<file path="src/rtl/wav_stream_pkg.sv">
// rtl/wav_stream_pkg.sv - shared stream constants and pointer-width helper
package wav_stream_pkg;

  localparam int WAV_STREAM_DW = 8;

  // Pointer carries one extra wrap bit above the memory address bits.
  function automatic int wav_ptr_width(input int depth);
    return $clog2(depth) + 1;
  endfunction

endpackage

</file>
<file path="src/rtl/wav_stream_fifo_mem.sv">
// rtl/wav_stream_fifo_mem.sv - DEPTHxDW register array, sync write, comb read
module wav_stream_fifo_mem #(
  parameter int DW    = 8,
  parameter int DEPTH = 4,
  parameter int AW    = 2
) (
  input  logic          clk,
  input  logic          i_we,
  input  logic [AW-1:0] i_waddr,
  input  logic [DW-1:0] i_wdata,
  input  logic [AW-1:0] i_raddr,
  output logic [DW-1:0] o_rdata
);

  logic [DW-1:0] r_mem [DEPTH];

  always_ff @(posedge clk) begin
    if (i_we) begin
      r_mem[i_waddr] <= i_wdata;
    end
  end

  assign o_rdata = r_mem[i_raddr];

endmodule

</file>
<file path="src/rtl/wav_stream_fifo.sv">
// rtl/wav_stream_fifo.sv - first-word fall-through ready/valid FIFO with flush
module wav_stream_fifo
  import wav_stream_pkg::*;
#(
  parameter int DW    = WAV_STREAM_DW,
  parameter int DEPTH = 4
) (
  input  logic                       clk,
  input  logic                       rst,
  input  logic                       ctl_clr,
  input  logic                       sti_tvalid,
  output logic                       sti_tready,
  input  logic [DW-1:0]              sti_tdata,
  output logic                       sto_tvalid,
  input  logic                       sto_tready,
  output logic [DW-1:0]              sto_tdata,
  output logic [$clog2(DEPTH):0]     sts_cnt
);

  localparam int AW = $clog2(DEPTH);
  localparam int PW = wav_ptr_width(DEPTH);

  if ((DEPTH < 2) || ((DEPTH & (DEPTH - 1)) != 0)) begin : g_bad_depth
    $error("wav_stream_fifo: DEPTH must be a power of two and at least 2");
  end

  logic [PW-1:0] r_wr_ptr;
  logic [PW-1:0] r_rd_ptr;
  logic          w_empty;
  logic          w_full;
  logic          w_sti_trn;
  logic          w_sto_trn;
  logic          w_we;

  assign w_empty   = (r_wr_ptr == r_rd_ptr);
  assign w_full    = (r_wr_ptr[AW-1:0] == r_rd_ptr[AW-1:0]) &&
                     (r_wr_ptr[AW] != r_rd_ptr[AW]);
  assign w_sti_trn = sti_tvalid & ~w_full;
  assign w_sto_trn = ~w_empty & sto_tready;
  // A write coinciding with a flush is dropped, so keep it out of memory too.
  assign w_we      = w_sti_trn & ~ctl_clr;

  always_ff @(posedge clk or negedge rst) begin
    if (!rst) begin
      r_wr_ptr <= '0;
      r_rd_ptr <= '0;
    end else if (ctl_clr) begin
      r_wr_ptr <= '0;
      r_rd_ptr <= '0;
    end else begin
      if (w_sti_trn) begin
        r_wr_ptr <= r_wr_ptr + PW'(1);
      end
      if (w_sto_trn) begin
        r_rd_ptr <= r_rd_ptr + PW'(1);
      end
    end
  end

  wav_stream_fifo_mem #(
    .DW    (DW),
    .DEPTH (DEPTH),
    .AW    (AW)
  ) u_mem (
    .clk     (clk),
    .i_we    (w_we),
    .i_waddr (r_wr_ptr[AW-1:0]),
    .i_wdata (sti_tdata),
    .i_raddr (r_rd_ptr[AW-1:0]),
    .o_rdata (sto_tdata)
  );

  assign sti_tready = ~w_full;
  assign sto_tvalid = ~w_empty;
  assign sts_cnt    = r_wr_ptr - r_rd_ptr;

endmodule

</file>
<file path="config.mk">
export PLATFORM = sky130hd
export DESIGN_NAME = wav_stream_fifo
export DESIGN_NICKNAME = d
export VERILOG_FILES = /design/src/rtl/wav_stream_pkg.sv /design/src/rtl/wav_stream_fifo_mem.sv /design/src/rtl/wav_stream_fifo.sv
export SDC_FILE = /design/constraint.sdc
export NUM_CORES = 1
export LEC_CHECK = 0
export ABC_CLOCK_PERIOD_IN_PS = 2950
export BUFFER_PORTS_ARGS = -buffer_cell sky130_fd_sc_hd__buf_2
export CAP_MARGIN = 20
export CORE_AREA = 2 2 49 85
export DETAILED_ROUTE_END_ITERATION = 10
export DIE_AREA = 0 0 51 87
export GPL_ROUTABILITY_DRIVEN = 0
export GPL_TIMING_DRIVEN = 0
export PLACE_DENSITY = 0.66
export SLEW_MARGIN = 10
export SYNTH_ARGS = -nofsm -noshare
export SYNTH_HDL_FRONTEND = slang
export SYNTH_HIERARCHICAL = 1
export SYNTH_SLANG_ARGS = --single-unit
</file>
<file path="constraint.sdc">
create_clock -name clk -period 2.95 [get_ports clk]
set_input_delay 0.295 -clock clk [delete_from_list [all_inputs] [get_ports clk]]
set_output_delay 0.295 -clock clk [all_outputs]
set_load 0.03 [all_outputs]
</file>
==> results of run 1 <==
[through the flow]
stage	instances	area (um^2)	utilization, %	power, uW
after global routing	185	2036	53.70	2089
after global placement	176	1883	49.67	1454
after floorplan	103	1698	-	1272
after detailed placement	176	1888	49.80	1482
after CTS	185	2036	53.70	1998
final	185	2036	53.70	1981
[layer usage]
layer	track usage (%)	vias up	wire, um	share of wire [%]
met4	8.108	0	76	2.4
li1	-	477	-	-
met3	3.608	8	139	4.5
met1	15.49	498	1116	36
met2	30.11	36	1778	57
met5	0	-	0	0
[cell usage after synthesis (all sizes together) (2+ instances only)]
| master | instances | area share, % |
|---|---|---|
| buf | 3 | 1.3 |
| xnor2 | 2 | 1.0 |
| nor3b | 2 | 0.88 |
| a32oi | 3 | 1.5 |
| ha | 4 | 2.9 |
| inv | 5 | 1.1 |
| nand2 | 3 | 0.81 |
| and4b | 3 | 1.8 |
| edfxtp | 32 | 57 |
| clkbuf | 2 | 0.59 |
| mux4 | 8 | 11 |
| and3 | 2 | 0.74 |
| a31oi | 2 | 0.74 |
| o311ai | 4 | 2.1 |
| nand3 | 6 | 1.8 |
| dfrtp | 6 | 8.8 |
| and3b | 2 | 1.0 |
| nor2b | 2 | 0.74 |
| a21oi | 3 | 0.88 |
| nor2 | 3 | 0.66 |
[cells by family (layout without fill, tap and decap cells)]
logic type | after synthesis | in the layout | synth area share, %
AO/OA/AOI/OAI | 15 | 15 | 6.559
XOR/XNOR | 3 | 3 | 1.548
buffers and inverters | 10 | 44 | 2.948
multiplexers | 8 | 8 | 10.61
adder cells (fa/ha/maj) | 5 | 5 | 4.127
flip-flops | 38 | 38 | 65.44
AND/OR/NAND/NOR | 24 | 24 | 8.770
[what timing repair did]
item / in CTS / in global routing
hold buffers: 1 / 0
gates resized for setup: 0 / 0
hold endpoints to repair: 6 / 0
setup buffers: 0 / 0
[registers in the layout, summed over array words and instances (netlist names)]
signal       count
r_rd_ptr         3
u_mem/r_mem     32
r_wr_ptr         3
[worst max-delay path by stage]
stage | startpoint | to | slack, ps | depth (start not counted)
after CTS | r_wr_ptr[0] | u_mem/r_mem[0][0] | 440 | 7
after global routing | r_wr_ptr[0] | u_mem/r_mem[0][0] | 240 | 7
after detailed placement | r_wr_ptr[0] | u_mem/r_mem[0][0] | 440 | 7
after global placement | r_rd_ptr[1] | u_mem/r_mem[0][0] | 20 | 7
after floorplan | r_wr_ptr[0] | u_mem/r_mem[0][0] | 630 | 7
final | r_wr_ptr[0] | u_mem/r_mem[0][0] | 460 | 7
[cell type report]
| cell class | count | area [um^2] | area share (%) |
|---|---|---|---|
| well taps | 48 | 60.06 | 2.950 |
| plain buffers | 5 | 31.28 | 1.537 |
| inverters | 5 | 18.77 | 0.9219 |
| flip-flops and latches | 38 | 1111 | 54.58 |
| multi-input cells | 55 | 541.8 | 26.61 |
| clock buffers | 5 | 68.82 | 3.380 |
| clock inverters | 3 | 68.82 | 3.380 |
| repair buffers | 26 | 135.1 | 6.638 |
[power by group through the flow]
stage	sequential [uW]	clock [uW]	combinational, uW
3_5_place_dp	718	0	764
5_1_grt	714	545	830
2_1_floorplan	694	0	577
3_3_place_gp	708	0	745
6_report	706	518	758
4_1_cts	706	524	768
[cells in the final DEF (no fill, tap or decap), types with 4 or more instances in the layout]
master,synthesis,final
nand3_1,6,6
edfxtp_1,32,32
dfrtp_1,6,6
buf_2,2,27
inv_1,5,5
ha_1,4,4
clkbuf_8,0,5
mux4_2,8,8
==> flow_summary_export.csv, run 1 <==
group,metric,value,unit
outcome,outcome,"finished, final reports clean",
global_routing,antenna_found_initial,0,
critical_path,slowest_delay,650,ps
global_routing,grt_pass1_wl,4995,um
sta,max_slew_margin,50.49,%
pwr,leakagePower,0.0007725,uW
final_layout,fillCellCount,320,
pwr,intPower,1257,uW
pwr,peakVddDrop,0.0009677,V
sta,drv_slew,0,
critical_path,ff2ff_path_depth,7,
cts,clock-sinks,38,
global_routing,first_global_vias,1051,
cts,cts_buffers,5,
detailed_routing,totalWireLength,3111,um
synth,ys_warn_count,6,
worst_hold_path,hp-start,"sti_tdata[6]",
pwr,pwr_density_cell,973.3,mW/mm^2
sta,fin_ws,457.9,ps
critical_path,crit_buf_inv,2,
critical_path,critPathTopFamily,"simple AND/OR/NAND/NOR gates",
synth,synth_cell_types,29,
pwr,p_sw_share,36.56,%
detailed_routing,wl_per_cell,16.82,um
critical_path,start_kind,"flip-flop",
critical_path,criticalPathCategory,"flip-flop to flip-flop",
critical_path,arrival,2410,ps
critical_path,crit_chain,"inv_1, ha_1, buf_2, nand2_2, o21ai_0, nor2_1, nor3b_2",
sta,rsz0062_at_grt,"false",
critical_path,reg2reg_slack,460,ps
sta,clock_skew,5.112,ps
final_layout,num_antenna_cells,0,
detailed_routing,viasPerCell,5.508,
cts,root_buffer,"clkbuf_8",
cts,cts_tree,"done",
detailed_routing,drt_iter0_markers,45,
place,pre_cts_ws,438.9,ps
worst_hold_path,hp-class,"input pin to flip-flop",
sta,period_minus_slack,2492,ps
floorplan,start_util,44.79,%
pwr,comb_power_share,38.2,%
detailed_routing,firstDrtPassIters,4,
synth,synth_area,0.001698,mm^2
pwr,pwr-share-clk,26.1,%
sta,whs,218.0,ps
place,placement.io_buffers,25,
detailed_routing,drc,0,
sta,worst_pin_slew,739.4,ps
synth,synth_nets,121,
global_routing,grt_usage,15.94,%
pwr,netSwitchingPower,724.3,uW
sta,clock.fmax,401.3,MHz
floorplan,io_pins,26,
synth,ys.flop_type,"edfxtp_1",
floorplan,die_y,87,um
critical_path,setup.worst_path.end_class,"flip-flop",
global_routing,grt_max_degree,14,
final_layout,layout-drive-gt1-share,35.04,%
cts,h-tree-depth,2,
cts,clk_pin_slew_worst_paths,70,ps
critical_path,reg2reg_from,"r_wr_ptr[0]",
place,dp_hpwl,2308,um
critical_path,regToRegEndpoint,"u_mem/r_mem[0][0]",
sta,hold_viol,0,
worst_hold_path,hold_end,"u_mem/r_mem[2][6]",
worst_hold_path,holdPathStages,1,
floorplan,fp.dieArea,0.004437,mm^2
synth,synthCells,103,
critical_path,crit_slowest_cell,"nor3b_2",
synth,ys_ff_latch,38,
critical_path,cp_max_fo,10,
sta,min_period_over_period,84.48,%
final_layout,final_nets,154,
floorplan,core_area,0.003791,mm^2
synth,async_flop_share,15.79,%
synth,syn_avg_cell_area,16.48,um^2
sta,finalSetupTns,0,ps
synth,ys_seq_area_share,65.44,%
floorplan,fp.dieW,51,um
global_routing,overflow,0,
critical_path,required,2870,ps
synth,synth_edf_count,32,
sta,setup_viol,0,
floorplan,rows,30,
cts,clk_latency,290,ps
pwr,p_seq_share,35.6,%
flow_run,drv_cap,0,
final_layout,syn2layout_area_growth,19.90,%
detailed_routing,drtAntennaViolNets,0,
cts,cts_max_path_buffers,2,
detailed_routing,vias,1019,
(Power assumes the default switching activity.)
==> inputs of run 2 (changes only) <==
Settings changed: ABC_CLOCK_PERIOD_IN_PS 2950 to 2050, PLACE_DENSITY 0.66 to 0.68.
Clock period 2.95 ns to 2.05 ns, I/O delays scaled along.
==> run 2 against run 1 <==
  * Sequential power increased by 41%
  * Clock skew decreased by 0.60 ps
  * Die area unchanged
  * Wire length increased by 1.0%
  * Register-to-register slack got worse by 340 ps
  * Non-clock buffer count increased by 9
  * Via count increased by 3.7%
  * Critical path depth increased by 1
  * Combinational power increased by 79%
  * Flip-flop and latch count unchanged
  * Cell count increased by 4.9%
  * Critical path type unchanged
  * Highest routed layer unchanged
==> flow_summary_export.csv, run 2 (same netlist as run 1, synthesis figures left out) <==
group,metric,value,unit
sta,worst_pin_slew,485.3,ps
sta,clock.fmax,518.1,MHz
floorplan,start_util,44.79,%
critical_path,required,2050,ps
pwr,leakagePower,0.0008074,uW
detailed_routing,drt_iter0_markers,34,
critical_path,slowest_delay,420,ps
cts,h-tree-depth,2,
final_layout,final_nets,163,
detailed_routing,wl_per_cell,16.20,um
critical_path,reg2reg_slack,120,ps
detailed_routing,drc,0,
floorplan,io_pins,26,
sta,fin_ws,119.9,ps
final_layout,fin_area,0.002156,mm^2
pwr,finalPower,2941,uW
critical_path,criticalPathCategory,"flip-flop to flip-flop",
cts,cts_buffers,5,
final_layout,top_register,"u_mem/r_mem",
cts,clk_latency,280,ps
cts,cts_max_path_buffers,2,
floorplan,fp.dieArea,0.004437,mm^2
critical_path,ff2ff_path_depth,8,
sta,rsz0062_at_grt,"false",
global_routing,first_global_vias,1074,
cts,clk_pin_slew_worst_paths,70,ps
sta,hold_viol,0,
critical_path,setup.worst_path.end_class,"flip-flop",
floorplan,die_y,87,um
sta,min_period_over_period,94.15,%
detailed_routing,viasPerCell,5.448,
final_layout,syn2layout_area_growth,26.97,%
detailed_routing,totalWireLength,3143,um
floorplan,core_area,0.003791,mm^2
detailed_routing,firstDrtPassIters,4,
cts,cts_tree,"done",
cts,clock-sinks,38,
sta,max_slew_margin,67.54,%
final_layout,num_antenna_cells,0,
floorplan,rows,30,
critical_path,cp_max_fo,10,
place,dp_hpwl,2215,um
global_routing,grt_usage,15.44,%
place,pre_cts_ws,-455.7,ps
flow_run,drv_cap,0,
outcome,outcome,"finished, final reports clean",
final_layout,final_cell_mix,"edfxtp_1 (32), buf_2 (26), mux4_2 (8)",
pwr,pwr_density_cell,1364,mW/mm^2
global_routing,grt_pass1_wl,4871,um
sta,clock_skew,4.511,ps
place,placed_area,0.001888,mm^2
global_routing,grt_max_degree,12,
critical_path,cpMostUsedCell,"buf_6",
final_layout,layout_commonest_cell,"edfxtp_1",
final_layout,layout-drive-gt1-share,45.21,%
final_layout,top_regs,"u_mem/r_mem: 32 flops, r_rd_ptr: 3 flops, r_wr_ptr: 3 flops",
detailed_routing,drtAntennaViolNets,0,
sta,period_minus_slack,1930,ps
floorplan,fp.dieW,51,um
cts,root_buffer,"clkbuf_8",
final_layout,largest_reg_flops,32,
sta,setup_viol,0,
critical_path,arrival,1930,ps
critical_path,crit_slowest_cell,"dfrtp_2",
worst_hold_path,hp-class,"input pin to flip-flop",
pwr,peakVddDrop,0.0009432,V
worst_hold_path,holdPathStages,1,
critical_path,start_kind,"flip-flop",
global_routing,antenna_found_initial,0,
critical_path,crit_chain,"inv_2, ha_4, buf_6, nand2_4, o21ai_0, nor2_1, nor3b_4, buf_6",
place,placement.io_buffers,25,
sta,drv_slew,0,
detailed_routing,vias,1057,
final_layout,fillCellCount,308,
global_routing,overflow,0,
[run 2: cell types whose count changed in the layout (fill, tap and decap cells not counted), moves of 2 or more]
cell      before  now
ha_4           0    2
and3b_1        2    0
dfrtp_2        0    4
dfrtp_1        6    2
buf_4          0    7
clkbuf_1       0    2
ha_1           4    2
and3b_2        0    2
buf_6          1    5
[run 2: critical path, delay by kind of cell, from the launching register on]
kind / cells / cell delay (ps)
buffers and inverters: 3 / 370
AO/OA/AOI/OAI: 1 / 70
AND/OR/NAND/NOR: 3 / 600
flip-flops: 1 / 420
adder cells (fa/ha/maj): 1 / 200
[run 2: area by class of cell]
type | count | area [um^2] | share of cell area, %
multi-input combinational | 55 | 600.6 | 27.86
tap | 48 | 60.06 | 2.786
sequential | 38 | 1116 | 51.77
inverter | 5 | 18.77 | 0.8706
clock inverter | 1 | 30.03 | 1.393
buffer | 4 | 32.53 | 1.509
timing repair buffer | 36 | 221.5 | 10.27
clock buffer | 7 | 76.32 | 3.540
[run 2: routing by layer]
metal  track usage, %  share of wire, %
met3            4.124               4.8
met5                0                 0
met1            14.22                35
met2            30.34                59
met4            6.143               1.4
[run 2: where the power goes]
group	internal (uW)	switching, uW
combinational	565	793
sequential	940	51.9
clock	363	228
total	1870	1070
[run 2: what timing repair did]
action                                 in CTS  in global routing
gates resized for setup                     9                 12
hold buffers                                1                  0
setup endpoints to repair                  32                 32
endpoints found under the hold margin       6                  0
buffers inserted                            6                  4
pin swaps                                   1                  1
[run 2: worst paths after layout]
path	startpoint	end
max	r_wr_ptr[0]	u_mem/r_mem[0][5]
min	sti_tdata[2]	u_mem/r_mem[2][2]
max reg2reg	r_wr_ptr[0]	u_mem/r_mem[0][5]
min reg2reg	r_wr_ptr[2]	r_wr_ptr[2]
max in group asynchronous	rst	r_wr_ptr[0]
min in group asynchronous	rst	r_wr_ptr[2]
[run 2: metrics by stage]
stage	hold WS [ps]	TNS (ps)	utilization (%)	instances
after floorplan	-90.59	0	-	103
after global placement	38.57	-6655	49.80	176
after detailed placement	42.49	-8365	49.80	176
after CTS	127.8	0	54.59	191
after global routing	135.9	0	56.86	194
final	139.0	0	56.86	194
==> inputs of run 3 (changes only) <==
Settings changed: CORE_AREA 2 2 49 85 to 2 2 50 87, DIE_AREA 0 0 51 87 to 0 0 52 89, PLACE_DENSITY 0.68 to 0.66, RECOVER_POWER set to 25.
==> run 3 against run 2 <==
  * Cell count stayed put
  * Sequential power fell by 0.4%
  * Non-clock buffer count stayed put
  * Via count hardly changed
  * Worst setup slack got worse by 43 ps
  * Register-to-register slack worse by 40 ps
  * Hold slack improved by 4.5 ps
  * Combinational power about the same
  * Fmax is 2.2% lower
  * Cell area shrank 2.7%
  * Sequential share of layout area is 1.5 points higher
  * Core utilization shrank 2.6 points
  * Highest routed layer unchanged
==> flow_summary_export.csv, run 3 (same netlist as run 1, synthesis figures left out) <==
group,metric,value,unit
cts,h-tree-depth,2,
floorplan,die_y,89,um
sta,drv_slew,0,
floorplan,rows,30,
flow_run,drv_cap,0,
sta,hold_viol,0,
detailed_routing,totalWireLength,3184,um
floorplan,fp.dieArea,0.004628,mm^2
detailed_routing,drt_iter0_markers,12,
detailed_routing,firstDrtPassIters,4,
floorplan,fp.dieW,52,um
critical_path,critPathTopFamily,"simple AND/OR/NAND/NOR gates",
cts,root_buffer,"clkbuf_8",
cts,cts_max_path_buffers,2,
critical_path,start_kind,"flip-flop",
global_routing,grt_usage,15.37,%
pwr,peakVddDrop,0.0009584,V
detailed_routing,drc,0,
final_layout,largest_reg_flops,32,
detailed_routing,viasPerCell,5.454,
critical_path,criticalPathCategory,"flip-flop to flip-flop",
global_routing,antenna_found_initial,0,
final_layout,num_antenna_cells,0,
cts,cts_tree,"done",
final_layout,instances_no_fill,194,
critical_path,slowest_delay,410,ps
pwr,finalPower,2784,uW
global_routing,overflow,0,
final_layout,syn2layout_area_growth,23.51,%
final_layout,seqCellArea,0.001116,mm^2
sta,period_minus_slack,1973,ps
place,pre_cts_ws,-408.6,ps
sta,clock.fmax,506.8,MHz
detailed_routing,vias,1058,
place,placed_area,0.001888,mm^2
final_layout,fillCellCount,321,
worst_hold_path,hp-class,"input pin to flip-flop",
critical_path,setup.worst_path.end_class,"flip-flop",
outcome,outcome,"finished, final reports clean",
critical_path,arrival,1980,ps
pwr,leakagePower,0.0007738,uW
sta,worst_pin_slew,475.5,ps
cts,clock-sinks,38,
sta,clock_skew,1.695,ps
global_routing,grt_max_degree,12,
sta,max_slew_margin,68.19,%
sta,min_period_over_period,96.25,%
final_layout,top_regs,"u_mem/r_mem: 32 flops, r_rd_ptr: 3 flops, r_wr_ptr: 3 flops",
critical_path,crit_slowest_cell,"dfrtp_2",
worst_hold_path,hp-start,"sti_tdata[3]",
place,dp_hpwl,2194,um
sta,finalSetupTns,0,ps
final_layout,fin_area,0.002097,mm^2
final_layout,top_register,"u_mem/r_mem",
detailed_routing,wl_per_cell,16.41,um
final_layout,layout_commonest_cell,"edfxtp_1",
critical_path,crit_buf_inv,3,
detailed_routing,drtAntennaViolNets,0,
place,placement.io_buffers,25,
floorplan,start_util,43.92,%
final_layout,final_cell_mix,"edfxtp_1 (32), buf_2 (20), clkbuf_1 (9)",
final_layout,layout-drive-gt1-share,39.73,%
final_layout,multiInputGateArea,579.3,um^2
critical_path,required,2060,ps
sta,setup_viol,0,
critical_path,crit_chain,"inv_1, ha_4, buf_6, nand2_4, o21ai_0, nor2_1, nor3b_4, buf_4",
cts,clk_latency,280,ps
floorplan,io_pins,26,
critical_path,cp_max_fo,10,
final_layout,final_nets,163,
pwr,pwr_density_cell,1328,mW/mm^2
floorplan,core_area,0.003866,mm^2
critical_path,reg2reg_from,"r_wr_ptr[0]",
sta,fin_ws,76.84,ps
critical_path,critPathLaunch,"r_wr_ptr[0]",
global_routing,first_global_vias,1083,
place,dp.cells,176,
cts,clk_pin_slew_worst_paths,60,ps
global_routing,grt_pass1_wl,4968,um
cts,cts_buffers,5,
## run 3: cell types whose count changed in the layout (fill, tap and decap cells not counted)
cell	previous run	this run
ha_2	0	1
bufinv_16	1	0
inv_1	4	5
buf_6	5	4
xnor2_2	0	1
ha_4	2	1
xnor2_4	1	0
inv_2	1	0
clkbuf_1	2	9
buf_4	7	8
buf_2	26	20
## run 3: final cells by class
type                       instances  share of cell area [%]
buffer                             4                   1.551
inverter                           5                  0.8950
tap                               48                   2.864
sequential                        38                   53.22
clock buffer                       8                   3.819
multi-input combinational         55                   27.63
timing repair buffer              36                   10.02
## run 3: worst paths after layout
kind                            depth (start not counted)           endpoint  slack (ps)
worst max-delay path                                    8  u_mem/r_mem[0][3]          80
worst min register to register                          2        r_wr_ptr[2]         630
worst max register to register                          8  u_mem/r_mem[0][3]          80
min in group asynchronous                               2        r_wr_ptr[1]         280
max in group asynchronous                               2        r_rd_ptr[1]        1600
worst min-delay path                                    1  u_mem/r_mem[1][3]         140
## run 3: repair_timing
action / in CTS / in global routing
pin swaps: 2 / 1
endpoints found under the setup margin: 32 / 32
gates cloned: 0 / 0
hold endpoints to repair: 6 / 0
resized for setup: 9 / 8
hold buffers: 1 / 0
setup buffers: 6 / 4
## run 3: metrics by stage
| step | utilization [%] | hold slack [ps] |
|---|---|---|
| 2_1_floorplan | - | -90.59 |
| 3_3_place_gp | 48.84 | 37.99 |
| 3_5_place_dp | 48.84 | 44.46 |
| 4_1_cts | 52.85 | 131.2 |
| 5_1_grt | 54.24 | 143.8 |
| 6_report | 54.24 | 143.5 |
## run 3: where the power goes
part / switching (uW) / total [uW] / internal [uW]
logic: 788 / 1330 / 545
registers: 48.0 / 988 / 940
clock network: 222 / 463 / 241
## run 3: worst reg2reg max path, delay by kind of cell (launching register included)
family / cells / cell delay [ps]
buffers and inverters: 3 / 410
AO/OA/AOI/OAI: 1 / 70
flip-flops: 1 / 410
adder cells (fa/ha/maj): 1 / 220
AND/OR/NAND/NOR: 3 / 590
## run 3: routing by layer
layer | track usage [%] | wire, um | vias to the layer above
met5 | 0 | 0 | -
li1 | - | - | 496
met1 | 13.74 | 1016 | 507
met2 | 29.34 | 1866 | 44
met4 | 8.852 | 114 | 0
met3 | 4.181 | 187 | 11
